$ cat src/rtl/tp_ctrl_pkg.sv
// Shared types and constants for the tiny-processor load controller.
package tp_ctrl_pkg;

    typedef enum logic [1:0] {
        MODE_RUN       = 2'b00,
        MODE_LOAD_PROG = 2'b01,
        MODE_LOAD_DATA = 2'b10,
        MODE_RSVD      = 2'b11
    } tp_mode_e;

    typedef enum logic [1:0] {
        ST_IDLE      = 2'b00,
        ST_LOAD      = 2'b01,
        ST_WAIT_DONE = 2'b10
    } tp_ld_state_e;

    localparam int unsigned BITS_PER_BYTE = 8;

    function automatic logic mode_is_load(input logic [1:0] m);
        return (m == MODE_LOAD_PROG) || (m == MODE_LOAD_DATA);
    endfunction

endpackage

$ cat src/rtl/sclk_gen.sv
// Divided serial/processor clock with strobes flagging the edge about to happen.
module sclk_gen #(
    parameter int unsigned CLK_DIV = 4
) (
    input  logic clk,
    input  logic rst_n,
    input  logic en,
    input  logic hold_low,
    output logic sclk_out,
    output logic rise,
    output logic fall
);
    localparam int unsigned CW = (CLK_DIV > 1) ? $clog2(CLK_DIV) : 1;
    localparam logic [CW-1:0] CNT_MAX = CW'(CLK_DIV - 1);

    logic [CW-1:0] cnt_q, cnt_d;
    logic          sclk_q, sclk_d;
    logic          toggle;

    // Strobes are combinational: they are high in the cycle whose closing edge moves sclk.
    always_comb begin
        toggle = en && !hold_low && (cnt_q == CNT_MAX);
        rise   = toggle && !sclk_q;
        fall   = toggle && sclk_q;
        cnt_d  = cnt_q;
        sclk_d = sclk_q;
        if (!en || hold_low) begin
            cnt_d  = '0;
            sclk_d = 1'b0;
        end else if (toggle) begin
            cnt_d  = '0;
            sclk_d = !sclk_q;
        end else begin
            cnt_d = cnt_q + 1'b1;
        end
    end

    always_ff @(posedge clk) begin
        if (!rst_n) begin
            cnt_q  <= '0;
            sclk_q <= 1'b0;
        end else begin
            cnt_q  <= cnt_d;
            sclk_q <= sclk_d;
        end
    end

    assign sclk_out = sclk_q;

endmodule

$ cat src/rtl/tp_load_ctrl.sv
// Loads a program/data frame into the tiny processor over its serial port,
// then waits for the core's done flag (or times out) and releases it to run.
module tp_load_ctrl
    import tp_ctrl_pkg::*;
#(
    parameter int unsigned CLK_DIV = 4,
    parameter int unsigned WORDS   = 16,
    parameter int unsigned TIMEOUT = 255
) (
    input  logic       clk,
    input  logic       rst_n,
    input  logic       start,
    input  logic [1:0] mode_in,
    input  logic       byte_valid,
    input  logic [7:0] byte_data,
    output logic       byte_ready,
    output logic       sclk_out,
    output logic       mosi_out,
    output logic [1:0] mode_out,
    input  logic       done_in,
    output logic       busy,
    output logic       frame_done,
    output logic       err
);
    localparam int unsigned BCW = $clog2(WORDS + 1);
    localparam int unsigned TCW = $clog2(TIMEOUT + 1);
    localparam logic [BCW-1:0] WORDS_L = BCW'(WORDS);
    localparam logic [TCW-1:0] TMAX    = TCW'(TIMEOUT);
    localparam logic [3:0]     BITS_L  = 4'(BITS_PER_BYTE);

    tp_ld_state_e   state_q, state_d;
    tp_mode_e       mode_q, mode_d;
    logic [7:0]     sh_q, sh_d;
    logic [3:0]     bits_q, bits_d;
    logic [BCW-1:0] bcnt_q, bcnt_d;
    logic [TCW-1:0] tcnt_q, tcnt_d;
    logic           err_q, err_d;
    logic           fdone_q, fdone_d;
    logic           sync1_q, sync2_q;
    logic           hold_low, rise, fall;
    logic           byte_end, timeout_hit, handshake;

    sclk_gen #(.CLK_DIV(CLK_DIV)) u_sclk (
        .clk      (clk),
        .rst_n    (rst_n),
        .en       (1'b1),
        .hold_low (hold_low),
        .sclk_out (sclk_out),
        .rise     (rise),
        .fall     (fall)
    );

    assign byte_end    = (state_q == ST_LOAD) && fall && (bits_q == 4'd1);
    assign timeout_hit = (state_q == ST_WAIT_DONE) && fall && (tcnt_q == TMAX);
    assign handshake   = byte_valid && byte_ready;

    always_ff @(posedge clk) begin
        if (!rst_n) state_q <= ST_IDLE;
        else        state_q <= state_d;
    end

    always_comb begin
        state_d = state_q;
        case (state_q)
            ST_IDLE:      if (start && mode_is_load(mode_in)) state_d = ST_LOAD;
            ST_LOAD:      if (byte_end && (bcnt_q == WORDS_L)) state_d = ST_WAIT_DONE;
            ST_WAIT_DONE: if (sync2_q || timeout_hit) state_d = ST_IDLE;
            default:      state_d = ST_IDLE;
        endcase
    end

    // Next byte is taken either into an empty shifter or on the fall that ends the last bit.
    always_comb begin
        busy       = (state_q != ST_IDLE);
        hold_low   = (state_q == ST_LOAD) && (bits_q == 4'd0);
        byte_ready = (state_q == ST_LOAD) && (bcnt_q < WORDS_L) &&
                     ((bits_q == 4'd0) || ((bits_q == 4'd1) && fall));
    end

    always_comb begin
        mode_d  = mode_q;
        sh_d    = sh_q;
        bits_d  = bits_q;
        bcnt_d  = bcnt_q;
        err_d   = err_q;
        fdone_d = 1'b0;
        tcnt_d  = '0;
        case (state_q)
            ST_IDLE: begin
                if (start && mode_is_load(mode_in)) begin
                    mode_d = tp_mode_e'(mode_in);
                    err_d  = 1'b0;
                    bcnt_d = '0;
                end else if (start && (mode_in == MODE_RSVD)) begin
                    err_d = 1'b1;
                end
            end
            ST_LOAD: begin
                if (handshake) begin
                    sh_d   = byte_data;
                    bits_d = BITS_L;
                    bcnt_d = bcnt_q + 1'b1;
                end else if (fall && (bits_q != 4'd0)) begin
                    // Shifting past the last bit leaves zero, which is the stall level of mosi.
                    sh_d   = {sh_q[6:0], 1'b0};
                    bits_d = bits_q - 4'd1;
                end
            end
            ST_WAIT_DONE: begin
                tcnt_d = (rise && (tcnt_q != TMAX)) ? tcnt_q + 1'b1 : tcnt_q;
                if (sync2_q) begin
                    fdone_d = 1'b1;
                    mode_d  = MODE_RUN;
                end else if (timeout_hit) begin
                    err_d  = 1'b1;
                    mode_d = MODE_RUN;
                end
            end
            default: mode_d = MODE_RUN;
        endcase
    end

    always_ff @(posedge clk) begin
        if (!rst_n) begin
            mode_q  <= MODE_RUN;
            sh_q    <= '0;
            bits_q  <= '0;
            bcnt_q  <= '0;
            tcnt_q  <= '0;
            err_q   <= 1'b0;
            fdone_q <= 1'b0;
            sync1_q <= 1'b0;
            sync2_q <= 1'b0;
        end else begin
            mode_q  <= mode_d;
            sh_q    <= sh_d;
            bits_q  <= bits_d;
            bcnt_q  <= bcnt_d;
            tcnt_q  <= tcnt_d;
            err_q   <= err_d;
            fdone_q <= fdone_d;
            sync1_q <= done_in;
            sync2_q <= sync1_q;
        end
    end

    assign mosi_out   = sh_q[7];
    assign mode_out   = mode_q;
    assign frame_done = fdone_q;
    assign err        = err_q;

endmodule

$ cat config.mk
export PLATFORM = sky130hd
export DESIGN_NAME = tp_load_ctrl
export DESIGN_NICKNAME = d
export VERILOG_FILES = /design/src/rtl/tp_ctrl_pkg.sv /design/src/rtl/sclk_gen.sv /design/src/rtl/tp_load_ctrl.sv
export SDC_FILE = /design/constraint.sdc
export NUM_CORES = 1
export LEC_CHECK = 0
export ABC_AREA = 1
export CAP_MARGIN = 5
export CORE_ASPECT_RATIO = 1.25
export CORE_MARGIN = 2
export CORE_UTILIZATION = 30
export CTS_BUF_LIST = sky130_fd_sc_hd__clkbuf_4 sky130_fd_sc_hd__clkbuf_8 sky130_fd_sc_hd__clkbuf_16
export CTS_CLUSTER_DIAMETER = 30
export CTS_CLUSTER_SIZE = 8
export DETAILED_ROUTE_END_ITERATION = 7
export GPL_ROUTABILITY_DRIVEN = 0
export PLACE_DENSITY_LB_ADDON = 0.25
export SYNTH_ARGS = -nofsm -noshare
export SYNTH_HDL_FRONTEND = slang
export SYNTH_SLANG_ARGS = --single-unit
$ cat constraint.sdc
create_clock -name clk -period 2 [get_ports clk]
set_clock_uncertainty 0.05 [all_clocks]
set_input_delay 0.6 -clock clk [delete_from_list [all_inputs] [get_ports clk]]
set_output_delay 0.6 -clock clk [all_outputs]
set_load 0.01 [all_outputs]
==> Word level (Yosys, flattened, before mapping) <==
Index checks and enable logic that the tools add are counted.
{ "word_totals": {"ram_bits": 0, "memories": 0, "in_bits": 15, "register_bits": 36, "latchBits": 0, "rom_bits": 0} }
{ "classes": {"bitwise": 2, "add_sub_neg": 4, "order_cmp": 1, "n_reduce_logical": 37, "mul": 0, "n_div": 0, "shift": 0, "n_eq_ne": 18, "muxes": 21} }
{ "ops": {"columns": ["op", "count"], "rows": [
  ["logical AND 1 bit", 17],
  ["two-way mux 8 bit", 2],
  ["two-way mux 2 bit", 6],
  ["one-hot mux 2 bit (3 select lines)", 2],
  ["two-way mux 5 bit", 2],
  ["one-hot mux 5 bit (2 select lines)", 1],
  ["AND reduction 3 bit", 3],
  ["adder 8 x 1 -> 8 bit, second input constant", 1],
  ["equality test 2 bit, second input constant", 4],
  ["equality test 8 bit, second input constant", 1],
  ["two-way mux 4 bit", 2],
  ["inequality test 2 bit, second input constant", 4],
  ["inequality test 8 bit, second input constant", 1],
  ["nonzero test 2 bit", 4],
  ["inequality test 3 bit, second input constant", 2],
  ["adder 5 x 1 -> 5 bit, second input constant", 1],
  ["equality test 5 bit, second input constant", 1],
  ["less-than comparator 5 bit, second input constant", 1],
  ["two-way mux 1 bit", 5],
  ["equality test 2 x 1 -> 1 bit, second input constant", 2],
  ["equality test 4 x 1 -> 1 bit, second input constant", 1],
  ["zero test 4 bit", 1],
  ["inequality test 2 x 1 -> 1 bit, second input constant", 2],
  ["AND reduction 2 bit", 2],
  ["other kinds (11)", 15]
]} }

==> Longest topological paths before layout <==
Gate-level depths: netlist (run 1).
{ "logic_depth": {"ltp_word": 11, "mapped_depth": 12} }

==> Hierarchy <==
A second synthesis (run 1) with hierarchy kept.
{ "unflattened": {"hier_cells": 294, "area_unflattened_um2": 1985.7} }
{ "by_module_without_submodules": {"columns": ["module", "area_per_inst_um2", "cells_each", "n_inst"], "rows": [
  ["tp_load_ctrl", 1843.0, 275, 1],
  ["sclk_gen", 142.6, 19, 1]
]} }

==> Worst setup path after synthesis (run 1) <==
Ideal clock, no wire load.
{ "synth_path": {"path_type": "register -> output", "start": "register bits_q[1]", "end": "output byte_ready", "t_arrival_ns": 1.115, "t_required_ns": 1.350, "setup_slack_ns": 0.235, "path_stages_with_launch": 7, "cell_sequence": "dfxtp_1 -> inv_1 -> ha_1 -> inv_1 -> nor2_1 -> nand4_2 -> a21boi_4"} }
{ "synth_between": {"elab_chain_cells": 8, "elab_cells_between_ends": 9, "classes_between": "eq/ne: 1; reduce/logical: 8"} }
{ "synth_rtl": {"columns": ["element", "line_no", "rtl"], "rows": [
  ["start: declaration", "tp_load_ctrl.sv:34", "logic [3:0] bits_q, bits_d;"],
  ["start signal: assignment", "tp_load_ctrl.sv:137", "bits_q <= bits_d;"],
  ["zero test 4 bit", "tp_load_ctrl.sv:75, tp_load_ctrl.sv:77", null],
  ["logical AND 1 bit", "tp_load_ctrl.sv:75", "hold_low = (state_q == ST_LOAD) && (bits_q == 4'd0);"],
  ["zero test 1 bit", "sclk_gen.sv:22", "toggle = en && !hold_low && (cnt_q == CNT_MAX);"],
  ["logical AND 1 bit", "sclk_gen.sv:22", null],
  ["logical AND 1 bit", "sclk_gen.sv:24", "fall = toggle && sclk_q;"],
  ["logical AND 1 bit", "tp_load_ctrl.sv:77", "((bits_q == 4'd0) || ((bits_q == 4'd1) && fall));"],
  ["logical OR 1 bit (*)", "tp_load_ctrl.sv:77", null],
  ["logical AND 1 bit (*)", "tp_load_ctrl.sv:76", "byte_ready = (state_q == ST_LOAD) && (bcnt_q < WORDS_L) &&"],
  ["end: declaration", "tp_load_ctrl.sv:16", "output logic byte_ready,"]
]} }
Mark *: on every way between the ends. The rest lies on a longest branch, timed or not.

==> Worst setup path in the final report (run 1) <==
Ends and elaborated chain as after synthesis.

==> results_dict.tcl, run 1 <==
set metrics [dict create \
    status "complete, but fails checks" \
    violations "negative setup slack" \
    viasPerCell 4.33 \
    relSlewSlack 0.793 \
    synth_edf_count 0 \
    start_util 0.306 \
    yosys_warnings 0 \
    start_kind "flip-flop" \
    dieWidth_um 74.7 \
    final_common_cell "nand2_1" \
    drtAntennaViolNets 0 \
    core_area_um2 6130 \
    ys.flop_type "dfxtp_1" \
    drt_pass1_iterations 4 \
    cts_root_buf "clkbuf_8" \
    wl_mm 4.04 \
    cp.required_ns 1.35 \
    dieArea_um2 6900 \
    synthArstFlopShare 0 \
    drt_iter0_markers 54 \
    clkSinkCount 36 \
    syn-num-nets 293 \
    track_usage 0.125 \
    synthCells 270 \
    final_util 0.413 \
    grt_setup_unrepaired "true" \
    area_growth_pct 34.8 \
    fmaxAchievable_mhz 492 \
    worst_slack_ns -0.0328 \
    grt_overflow 0 \
    p_total_mw 1.56 \
    min_period_ns 2.03 \
    powerDensity_nw_per_um2 618 \
    synth_area_leaders "dfxtp_1 38%, nand2_1 13%, nor2_1 8.2%" \
    dpl.hpwl_mm 3.03 \
    cts.reportedPaths.clkPinSlew_ns 0.07 \
    yosysTopAreaCellShare 0.385 \
    min_period_over_period 1.02 \
    cp_max_fo 3 \
    h-tree-depth 2 \
    report.final.slew_viol_count 0 \
    timing.critical_path.from "bits_q[1]" \
    ir_drop_v 0.000212 \
    rr_startpoint "bits_q[1]" \
    vias 1760 \
    fp-row-count 32 \
    synth_seq_area_share 0.385 \
    grt_pass1_vias 1625 \
    clockBufferDepth 2 \
    holdBufCountCts 0 \
    hold_start "sync1_q" \
    drc 0 \
    maxCapViolCount 0 \
    synth-seq-cells 36 \
    wl_per_cell_um 9.94 \
    final_nets 343 \
    worst_slew_pin_slew_ns 0.309 \
    avgSynthCellArea_um2 6.94 \
    grt_max_degree 19 \
    antenna_found_initial 0 \
    path_class "flip-flop to primary output" \
    layout_common_cells "65 x nand2_1, 39 x nor2_1, 32 x dfxtp_1, 31 x inv_1, 27 x buf_4" \
    cts_made_buffers 5 \
    grt_pass1_wl_mm 6.87 \
    crit_path_end_kind "primary output" \
    yosys.area.top_type "dfxtp_1" \
    p_leak_nw 1.11 \
    setup_viol 1 \
    die_y_um 92.4 \
    hold_violations 0 \
    syn_area_um2 1870 \
    ys_types 28 \
    cts_tree "built" \
    clock_latency_ns 0.29 \
    hp-class "flip-flop to flip-flop" \
    boundaryPins 23 \
    final_layout_size_suffix_gt1_frac 0.196 \
    pre_cts_slack_ns -0.250 \
    antenna_cells 0 \
    port_buffers 22 \
    fin_setup_tns_ns -0.0328 \
    worstPathArrival_ns 1.38 \
]
report_power, final:
group / leakage, nW / total (mW) / internal (mW) / switching [mW]
sequential: 0.295 / 0.762 / 0.743 / 0.0185
combinational: 0.767 / 0.233 / 0.113 / 0.120
clock: 0.0523 / 0.567 / 0.308 / 0.258
total: 1.11 / 1.56 / 1.16 / 0.396
kinds of logic (layout without fill, tap and decap cells):
kind of cell	Yosys count	in the layout	synth area share
adder cells (fa/ha/maj)	8	8	0.0534
XOR/XNOR	6	6	0.0280
flip-flops	36	36	0.385
buffers and inverters	44	95	0.0928
AO/OA/AOI/OAI	30	30	0.0915
AND/OR/NAND/NOR	146	146	0.350
timing repair:
action                                  4_1_cts  5_1_grt
pin swaps                                     4        2
buffers inserted                              0        1
gates resized for setup                      13       11
endpoints found under the setup margin        2        6
metal layers:
metal / vias up / GRT usage / wire length, µm
li1: 951 / - / -
met1: 764 / 0.149 / 1850
met2: 36 / 0.211 / 1950
met4: 0 / 0.0521 / 93
met5: - / 0 / 0
met3: 9 / 0.0283 / 141
layout make-up:
cell class,count,area (µm²)
clock buffers,8,97.6
flip-flops and latches,36,728
inverters,38,145
multi-input cells,190,1030
fillers,636,3600
repair buffers,49,417
well taps,85,106
path summary, 6_finish.rpt:
kind,slack [ns],cells after the start,to
max reg2reg,0.14,14,sh_q[1]
min reg2reg,0.37,2,sync2_q
max,-0.03,7,byte_ready
min,0.37,2,sync2_q
synth_stat cells, drive strengths merged (4+ instances only):
library cell  instances
ha                    8
nand3                18
xor2                  6
inv                  37
a21oi                18
nand2                69
o21ai                 9
nand4                10
nor2                 45
dfxtp                36
clkbuf                4
flip-flops by register name, summed over array words and instances (netlist names):
signal,flops
sync2_q,1
mode_out,2
bits_q,4
frame_done,1
tcnt_q,8
state_q,2
u_sclk.sclk_out,1
sh_q,8
u_sclk.cnt_q,2
err,1
bcnt_q,5
sync1_q,1
metrics by stage:
stage	hold WS (ns)	std cells	instance area, µm²
floorplan	0.340	270	1870
global placement	0.346	397	2360
detailed placement	0.349	397	2360
CTS	0.367	405	2480
global route	0.400	406	2530
finish	0.366	406	2530
worst max-delay path, stage by stage, from the launching register on:
cell and delay, ns:
dfxtp_2 0.34, inv_4 0.08, ha_4 0.13, inv_2 0.04, nor2_4 0.12, nand4_4 0.10
a21boi_4 0.15, buf_2 0.14
Power figures use the tool's default switching activity.
==> run 2, diff against run 1 <==
- SLEW_MARGIN: unset -> 40
==> results of run 2 <==
The final DEF is identical to that of run 1; final timing and power are the same.
==> run 3, diff against run 2 <==
- ABC_CLOCK_PERIOD_IN_PS: unset -> 2000
==> results of run 3 <==
The final DEF is identical to that of run 1; final timing and power are the same.
